`src/rtl/led_pwm_pkg.sv`:
```
// Shared helpers for the LED PWM port: period length, counter widths and
// channel field placement inside the CPU port word.
package led_pwm_pkg;

   // Direction of the per-boundary duty step when fading is built in.
   typedef enum logic [1:0] {
      STEP_HOLD = 2'd0,
      STEP_UP   = 2'd1,
      STEP_DOWN = 2'd2
   } step_dir_e;

   // Number of PWM ticks in one period; also the duty value meaning "always on".
   function automatic int pwm_max(input int bright_bits);
      return (32'sd1 <<< bright_bits) - 32'sd1;
   endfunction

   // Bits needed to count 0..value-1, never less than one.
   function automatic int clog2_min1(input int value);
      int w;
      w = 32'sd1;
      while ((32'sd1 <<< w) < value) begin
         w = w + 32'sd1;
      end
      return w;
   endfunction

   // LSB position of a channel's duty field inside the port word.
   function automatic int field_lsb(input int ch, input int bright_bits);
      return ch * bright_bits;
   endfunction

endpackage

```
`src/rtl/led_pwm_port_tick_gen.sv`:
```
// Shared timebase for all LED channels: a prescaler producing the PWM tick
// and the PWM counter that walks 0..MAX-1. The boundary output marks the
// last tick of a period, where new duties are taken.
module pwm_tick_gen
   import led_pwm_pkg::*;
#(
   parameter int BRIGHT_BITS = 8,
   parameter int PRESCALE    = 64
) (
   input  logic                   i_clk,
   input  logic                   i_reset,
   output logic                   o_tick,
   output logic [BRIGHT_BITS-1:0] o_pwm_cnt,
   output logic                   o_boundary
);

   localparam int PS_W  = clog2_min1(PRESCALE);
   localparam int MAX_C = pwm_max(BRIGHT_BITS);
   localparam logic [PS_W-1:0]        PS_LAST  = PS_W'(PRESCALE - 1);
   localparam logic [BRIGHT_BITS-1:0] CNT_LAST = BRIGHT_BITS'(MAX_C - 1);

   logic [PS_W-1:0]        r_presc;
   logic [BRIGHT_BITS-1:0] r_cnt;
   logic                   w_tick;
   logic                   w_cnt_last;

   assign w_tick     = (r_presc == PS_LAST);
   assign w_cnt_last = (r_cnt == CNT_LAST);

   // Prescaler: count clk cycles and wrap after the tick cycle.
   always_ff @(posedge i_clk or posedge i_reset) begin
      if (i_reset) begin
         r_presc <= '0;
      end else if (w_tick) begin
         r_presc <= '0;
      end else begin
         r_presc <= r_presc + PS_W'(1);
      end
   end

   // PWM counter: advance once per tick, wrapping at MAX-1 so MAX is never reached.
   always_ff @(posedge i_clk or posedge i_reset) begin
      if (i_reset) begin
         r_cnt <= '0;
      end else if (w_tick) begin
         if (w_cnt_last) begin
            r_cnt <= '0;
         end else begin
            r_cnt <= r_cnt + BRIGHT_BITS'(1);
         end
      end else begin
         r_cnt <= r_cnt;
      end
   end

   assign o_tick     = w_tick;
   assign o_pwm_cnt  = r_cnt;
   assign o_boundary = w_tick && w_cnt_last;

endmodule

```
`src/rtl/led_pwm_port.sv`:
```
// LED PWM output port: turns the CPU port word into NUM_LED PWM-dimmed LED
// pins. Duties change only at period boundaries so a pin never glitches
// mid-period. Optional macro LED_PWM_FADE_EN makes each duty walk one step
// per period toward its target instead of jumping.
module led_pwm_port
   import led_pwm_pkg::*;
#(
   parameter int WIDTH_REG   = 32,
   parameter int NUM_LED     = 3,
   parameter int BRIGHT_BITS = 8,
   parameter int PRESCALE    = 64,
   parameter int ACTIVE_LOW  = 1
) (
   input  logic                 clk,
   input  logic                 reset,
   input  logic [WIDTH_REG-1:0] port_out,
   output logic [NUM_LED-1:0]   led,
   output logic [WIDTH_REG-1:0] status,
   output logic                 period_pulse,
   output logic                 fade_busy
);

   localparam logic LED_OFF = (ACTIVE_LOW != 0);

   logic                   w_tick;
   logic                   w_boundary;
   logic [BRIGHT_BITS-1:0] w_pwm_cnt;
   logic [BRIGHT_BITS-1:0] w_duty      [NUM_LED];
   logic [BRIGHT_BITS-1:0] w_duty_next [NUM_LED];
   logic [NUM_LED-1:0]     w_lit;
   logic [WIDTH_REG-1:0]   w_status_next;
   logic                   w_unused_bits;

   logic [NUM_LED-1:0]     r_led;
   logic [WIDTH_REG-1:0]   r_status;
   logic                   r_pulse;

   // Upper port bits and the raw tick are not needed beyond the timebase.
   assign w_unused_bits = ^{port_out, w_tick};

   pwm_tick_gen #(
      .BRIGHT_BITS (BRIGHT_BITS),
      .PRESCALE    (PRESCALE)
   ) u_tick_gen (
      .i_clk      (clk),
      .i_reset    (reset),
      .o_tick     (w_tick),
      .o_pwm_cnt  (w_pwm_cnt),
      .o_boundary (w_boundary)
   );

`ifdef LED_PWM_FADE_EN
   logic [NUM_LED-1:0] w_differs;
   logic               r_busy;
`endif

   for (genvar g = 0; g < NUM_LED; g++) begin : g_chan
      logic [BRIGHT_BITS-1:0] w_target;
      logic [BRIGHT_BITS-1:0] w_next;
      logic [BRIGHT_BITS-1:0] r_duty;

      assign w_target = port_out[field_lsb(g, BRIGHT_BITS) +: BRIGHT_BITS];

`ifdef LED_PWM_FADE_EN
      step_dir_e w_dir;

      // Decide which way this channel's duty should move at the boundary.
      always_comb begin
         w_dir = STEP_HOLD;
         if (r_duty < w_target) begin
            w_dir = STEP_UP;
         end else if (r_duty > w_target) begin
            w_dir = STEP_DOWN;
         end else begin
            w_dir = STEP_HOLD;
         end
      end

      // Single-step toward the target so brightness ramps over many periods.
      always_comb begin
         w_next = r_duty;
         case (w_dir)
            STEP_UP:   w_next = r_duty + BRIGHT_BITS'(1);
            STEP_DOWN: w_next = r_duty - BRIGHT_BITS'(1);
            STEP_HOLD: w_next = r_duty;
            default:   w_next = r_duty;
         endcase
      end

      assign w_differs[g] = (r_duty != w_target);
`else
      assign w_next = w_target;
`endif

      // Active duty: only replaced at the period boundary to avoid glitches.
      always_ff @(posedge clk or posedge reset) begin
         if (reset) begin
            r_duty <= '0;
         end else if (w_boundary) begin
            r_duty <= w_next;
         end else begin
            r_duty <= r_duty;
         end
      end

      assign w_duty[g]      = r_duty;
      assign w_duty_next[g] = w_next;
      assign w_lit[g]       = (w_pwm_cnt < r_duty);
   end

   // Pack the duties that will be active after the boundary into status layout.
   always_comb begin
      w_status_next = '0;
      for (int i = 0; i < NUM_LED; i++) begin
         w_status_next[field_lsb(i, BRIGHT_BITS) +: BRIGHT_BITS] = w_duty_next[i];
      end
   end

   // LED pins: registered compare result with board polarity applied.
   always_ff @(posedge clk or posedge reset) begin
      if (reset) begin
         r_led <= {NUM_LED{LED_OFF}};
      end else begin
         r_led <= w_lit ^ {NUM_LED{LED_OFF}};
      end
   end

   // Period strobe and status copy, both visible in the cycle after the boundary.
   always_ff @(posedge clk or posedge reset) begin
      if (reset) begin
         r_pulse  <= 1'b0;
         r_status <= '0;
      end else begin
         r_pulse <= w_boundary;
         if (w_boundary) begin
            r_status <= w_status_next;
         end else begin
            r_status <= r_status;
         end
      end
   end

`ifdef LED_PWM_FADE_EN
   // Busy while any channel is still ramping toward its target.
   always_ff @(posedge clk or posedge reset) begin
      if (reset) begin
         r_busy <= 1'b0;
      end else begin
         r_busy <= |w_differs;
      end
   end

   assign fade_busy = r_busy;
`else
   assign fade_busy = 1'b0;
`endif

   assign led          = r_led;
   assign status       = r_status;
   assign period_pulse = r_pulse;

endmodule

```
`config.mk`:
```
export PLATFORM = sky130hd
export DESIGN_NAME = led_pwm_port
export DESIGN_NICKNAME = d
export VERILOG_FILES = /design/src/rtl/led_pwm_pkg.sv /design/src/rtl/led_pwm_port_tick_gen.sv /design/src/rtl/led_pwm_port.sv
export SDC_FILE = /design/constraint.sdc
export NUM_CORES = 1
export LEC_CHECK = 0
export CAP_MARGIN = 15
export CORE_ASPECT_RATIO = 2
export CORE_MARGIN = 3
export CORE_UTILIZATION = 51
export DETAILED_ROUTE_END_ITERATION = 10
export PLACE_DENSITY = 0.89
export SLEW_MARGIN = 20
export SYNTH_ARGS = -nofsm -noshare
export SYNTH_HDL_FRONTEND = slang
export SYNTH_SLANG_ARGS = --single-unit
export TNS_END_PERCENT = 30
```
`constraint.sdc`:
```
create_clock -name clk -period 4.01 [get_ports clk]
set_input_delay 0.6015 -clock clk [delete_from_list [all_inputs] [get_ports clk]]
set_output_delay 0.6015 -clock clk [all_outputs]
set_load 0.01 [all_outputs]
```
==> results.md <==
- Across the VDD grid, the largest voltage drop is 0.248 mV.
- The number of buffers and inverters on the critical path is 0.
- Data on the critical path arrives at its endpoint at 2.35 ns.
- The switching power of the nets is 0.162 mW.
- The initial antenna violation count was 0.
- The root buffer cell chosen for the clock tree is clkbuf_8.
- The library cells used most frequently in the layout, excluding fill and tap cells, are clkdlybuf4s50_1 (53), dfrtp_1 (39), inv_1 (24), ha_1 (24), mux2_4 (23).
- The core region is 0.00442 mm^2.
- The H-tree generated during clock tree synthesis spans 2 levels.
- The hold buffer count at CTS is 0.
- Per report_power, the combinational group accounts for 5.2% of the total.
- After layout, the design draws a total of 0.749 mW.
- The mean number of vias per cell is 5.26.
- The run finished with clean final reports.
- After the last flow step, the layout net total stands at 324.
- The total number of vias is 1,688.
- Leaving out fill and tap cells, the most frequent cell in the layout is clkdlybuf4s50_1.
- The classification of the worst-slack hold path is reg -> reg.
- The overall die height is 103 um.
- The max-slew violation count is 0.
- In the final routed layout, each cell accounts on average for 15.1 um.
- The tree built by TritonCTS fans out to 42 sinks.
- The total power density per cell area is 248 mW/mm^2.
- The number of CTS-inserted buffers is 5.
- The gate family responsible for the most delay along the worst path is simple AND/OR/NAND/NOR gates.
- The final count of negative-setup-slack endpoints is 0.
- The count of warnings emitted by yosys is 0.
- The sequential share of the synthesized area is 43.9%.
- The final RePlAce weighted congestion is 0.778.
- For the final database, setup skew stands at 0.00716 ns.
- The slowest stage of the critical path belongs to the cell nor2_8.
- The final routed wirelength across all metal layers is 4850 um.
- The total I/O pin count is 71.
- The internal cell power is 0.587 mW.
- The share of total power dissipated in sequential elements is 56.5%.
- The total routing resource utilization after global routing is 19.4%.
- The clock passes through at most 2 buffers.
- The worst setup path is launched from a flop.
- Entering global routing, the biggest net connects 32 pins.
- In this run, the clock network consumes 38.2% of the power.
- The number of design-rule violations left by the first detailed-router iteration is 21.
- Setup repair after global routing left no endpoint under its margin.
- TritonCTS built the clock tree.
- The total inserted antenna cells is 0.
- The tool flagged a number of max-cap violations equal to 0.
- The number of gates resized after CTS was 0.
- The register clock-pin slew on the reported worst setup and hold paths is 0.07 ns.
- The number of synthesized register bits is 42.
- The share of post-route cells with drive strength above 1 is 15.0%.
- Clock latency on the worst-skew pair, taken at its later pin, is 0.30 ns.
- The highest net fanout along the worst path is 31.
- After detailed routing, the number of remaining DRC violations is 0.
- The floorplan step defined a die boundary enclosing 0.00562 mm^2.
- The wire-length estimate of the detail-placed layout is 3630 um.
- The signal on the critical path passes through ha_1 -> nand2_1 -> or2_4 -> nor2_8 -> mux2_2.
- The timing-limited maximum frequency is 461 MHz.
- After synthesis the cells add up to 0.00240 mm^2.
- The first global-routing pass estimated 7960 um of wire.
- In the finished design, the share of the clock period the worst path needs comes to 54.1%.
- Net switching is 21.6% of the power.
- STA classifies the critical path endpoint as a flop.
- The total of buffers placed on input and output ports is 53.
- Counting every instance in the synthesized netlist gives 208.
- The finished layout cell area is 0.00302 mm^2.
- The critical path class is reg -> reg.
- The max-slew headroom at the worst pin is 38.4%.
- The residual antenna-violating net count after detailed routing is 0.
- Once the clock tree was built, the setup fixing pass inserted 0 buffers.
- The time the worst path needs with I/O delays and setup is 2.17 ns.
- Data on the critical path is required at its endpoint by 4.19 ns.
- The overall die width is 54.5 um.
- After floorplanning, the core was divided into 34 placement rows.
- The mean cell area of the mapped netlist is 11.5 um^2.
- The number of distinct standard cells referenced by the synthesized netlist is 30.
- The final hold violation count is 0.
- The number of global-route vias before repair is 1,767.
- The total overflow left after global routing is 0.
- For this run, the slowest stage of the critical path takes 0.53 ns.
- The transition time at the pin with the least slew margin is 0.923 ns.
- The starting density of the core is 54.3%.
- The area after detailed placement is 0.00293 mm^2.
- The first detailed-routing pass took 4 iterations.
- The final-layout setup total negative slack is 0 ns.
- Compared with the post-synthesis result, the final layout area differs by 25.6%.
- The analysis attributes to cell leakage a power of 1.36 nW.
[per-layer routing]
layer	up-vias	wire (um)	global-route usage [%]
met5	-	0	0
met3	10	200	4.63
met2	42	2730	33.7
li1	803	-	-
met1	833	1800	20.9
met4	0	128	9.79
[cell type report]
cell class              instances  area, um^2
clock buffers                   8        90.1
multi-input cells             138        1170
repair buffers                 55         546
flip-flops and latches         42        1050
fillers                       318        1410
inverters                      24        90.1
well taps                      54        67.6
[synthesized netlist by cell type]
library cell  number  share of area (%)
dfrtp_1           39                 41
ha_1              24                 13
inv_1             24                3.8
mux2_4            23                 14
nor2_1            17                2.7
nand2_1           12                1.9
a21oi_1           10                2.1
buf_4              9                2.8
o21ai_0            7                1.5
xnor2_1            5                1.8
nand3_1            4               0.83
nor3_1             4               0.83
o211ai_1           4                1.3
dfstp_2            3                3.3
nand4_1            3               0.78
o31ai_1            3               0.94
buf_12             2                1.7
mux2i_1            2               0.83
xor2_1             2               0.73
and2_2             1               0.31
and4_1             1               0.36
buf_6              1               0.47
conb_1             1               0.16
mux2_2             1               0.47
nand3_2            1               0.42
nand4_4            1               0.89
nor2_8             1               0.83
nor3b_1            1               0.31
nor4_1             1               0.26
or2_4              1               0.36
[final timing paths]
check	startpoint	to	slack, ns	cells past startpoint
max in group asynchronous	reset	led[0]	2.42	3
min	u_tick_gen.r_presc[0]	u_tick_gen.r_presc[0]	0.52	1
min reg2reg	u_tick_gen.r_presc[0]	u_tick_gen.r_presc[0]	0.52	1
max	u_tick_gen.r_presc[0]	g_chan[1].r_duty[6]	1.84	5
min in group asynchronous	reset	g_chan[1].r_duty[2]	0.80	2
max reg2reg	u_tick_gen.r_presc[0]	g_chan[1].r_duty[6]	1.84	5
[power groups by stage]
stage / registers (mW) / clock network [mW] / logic [mW]
finish: 0.423 / 0.286 / 0.0391
global placement: 0.432 / 0 / 0.0385
global route: 0.423 / 0.304 / 0.0433
CTS: 0.423 / 0.288 / 0.0396
floorplan: 0.432 / 0 / 0.0169
detailed placement: 0.432 / 0 / 0.0394
[registers in the layout (all words and copies together), names as in the netlist]
name,flops
u_tick_gen.r_presc,6
u_tick_gen.o_pwm_cnt,8
status,2
led,3
g_chan.r_duty,22
period_pulse,1
[through the flow]
step / utilization [%] / cells / hold WS [ns] / worst slack [ns]
6_report: 68.2 / 321 / 0.521 / 1.84
5_1_grt: 68.2 / 321 / 0.570 / 1.71
4_1_cts: 68.2 / 321 / 0.519 / 1.84
3_5_place_dp: 66.1 / 313 / 0.509 / 1.85
3_3_place_gp: 66.1 / 313 / 0.499 / 1.88
2_1_floorplan: - / 216 / 0.475 / 2.31
[logic make-up after synthesis]
kind of cell,after synthesis,synth area share [%]
xor+xnor,7,2.55
flops,42,43.9
fa+ha+maj,24,12.5
other cells,1,0.156
simple gates,48,10.7
buf+inv,36,8.70
compound gates,24,5.73
mux,26,15.7
(Power assumes the default switching activity.)
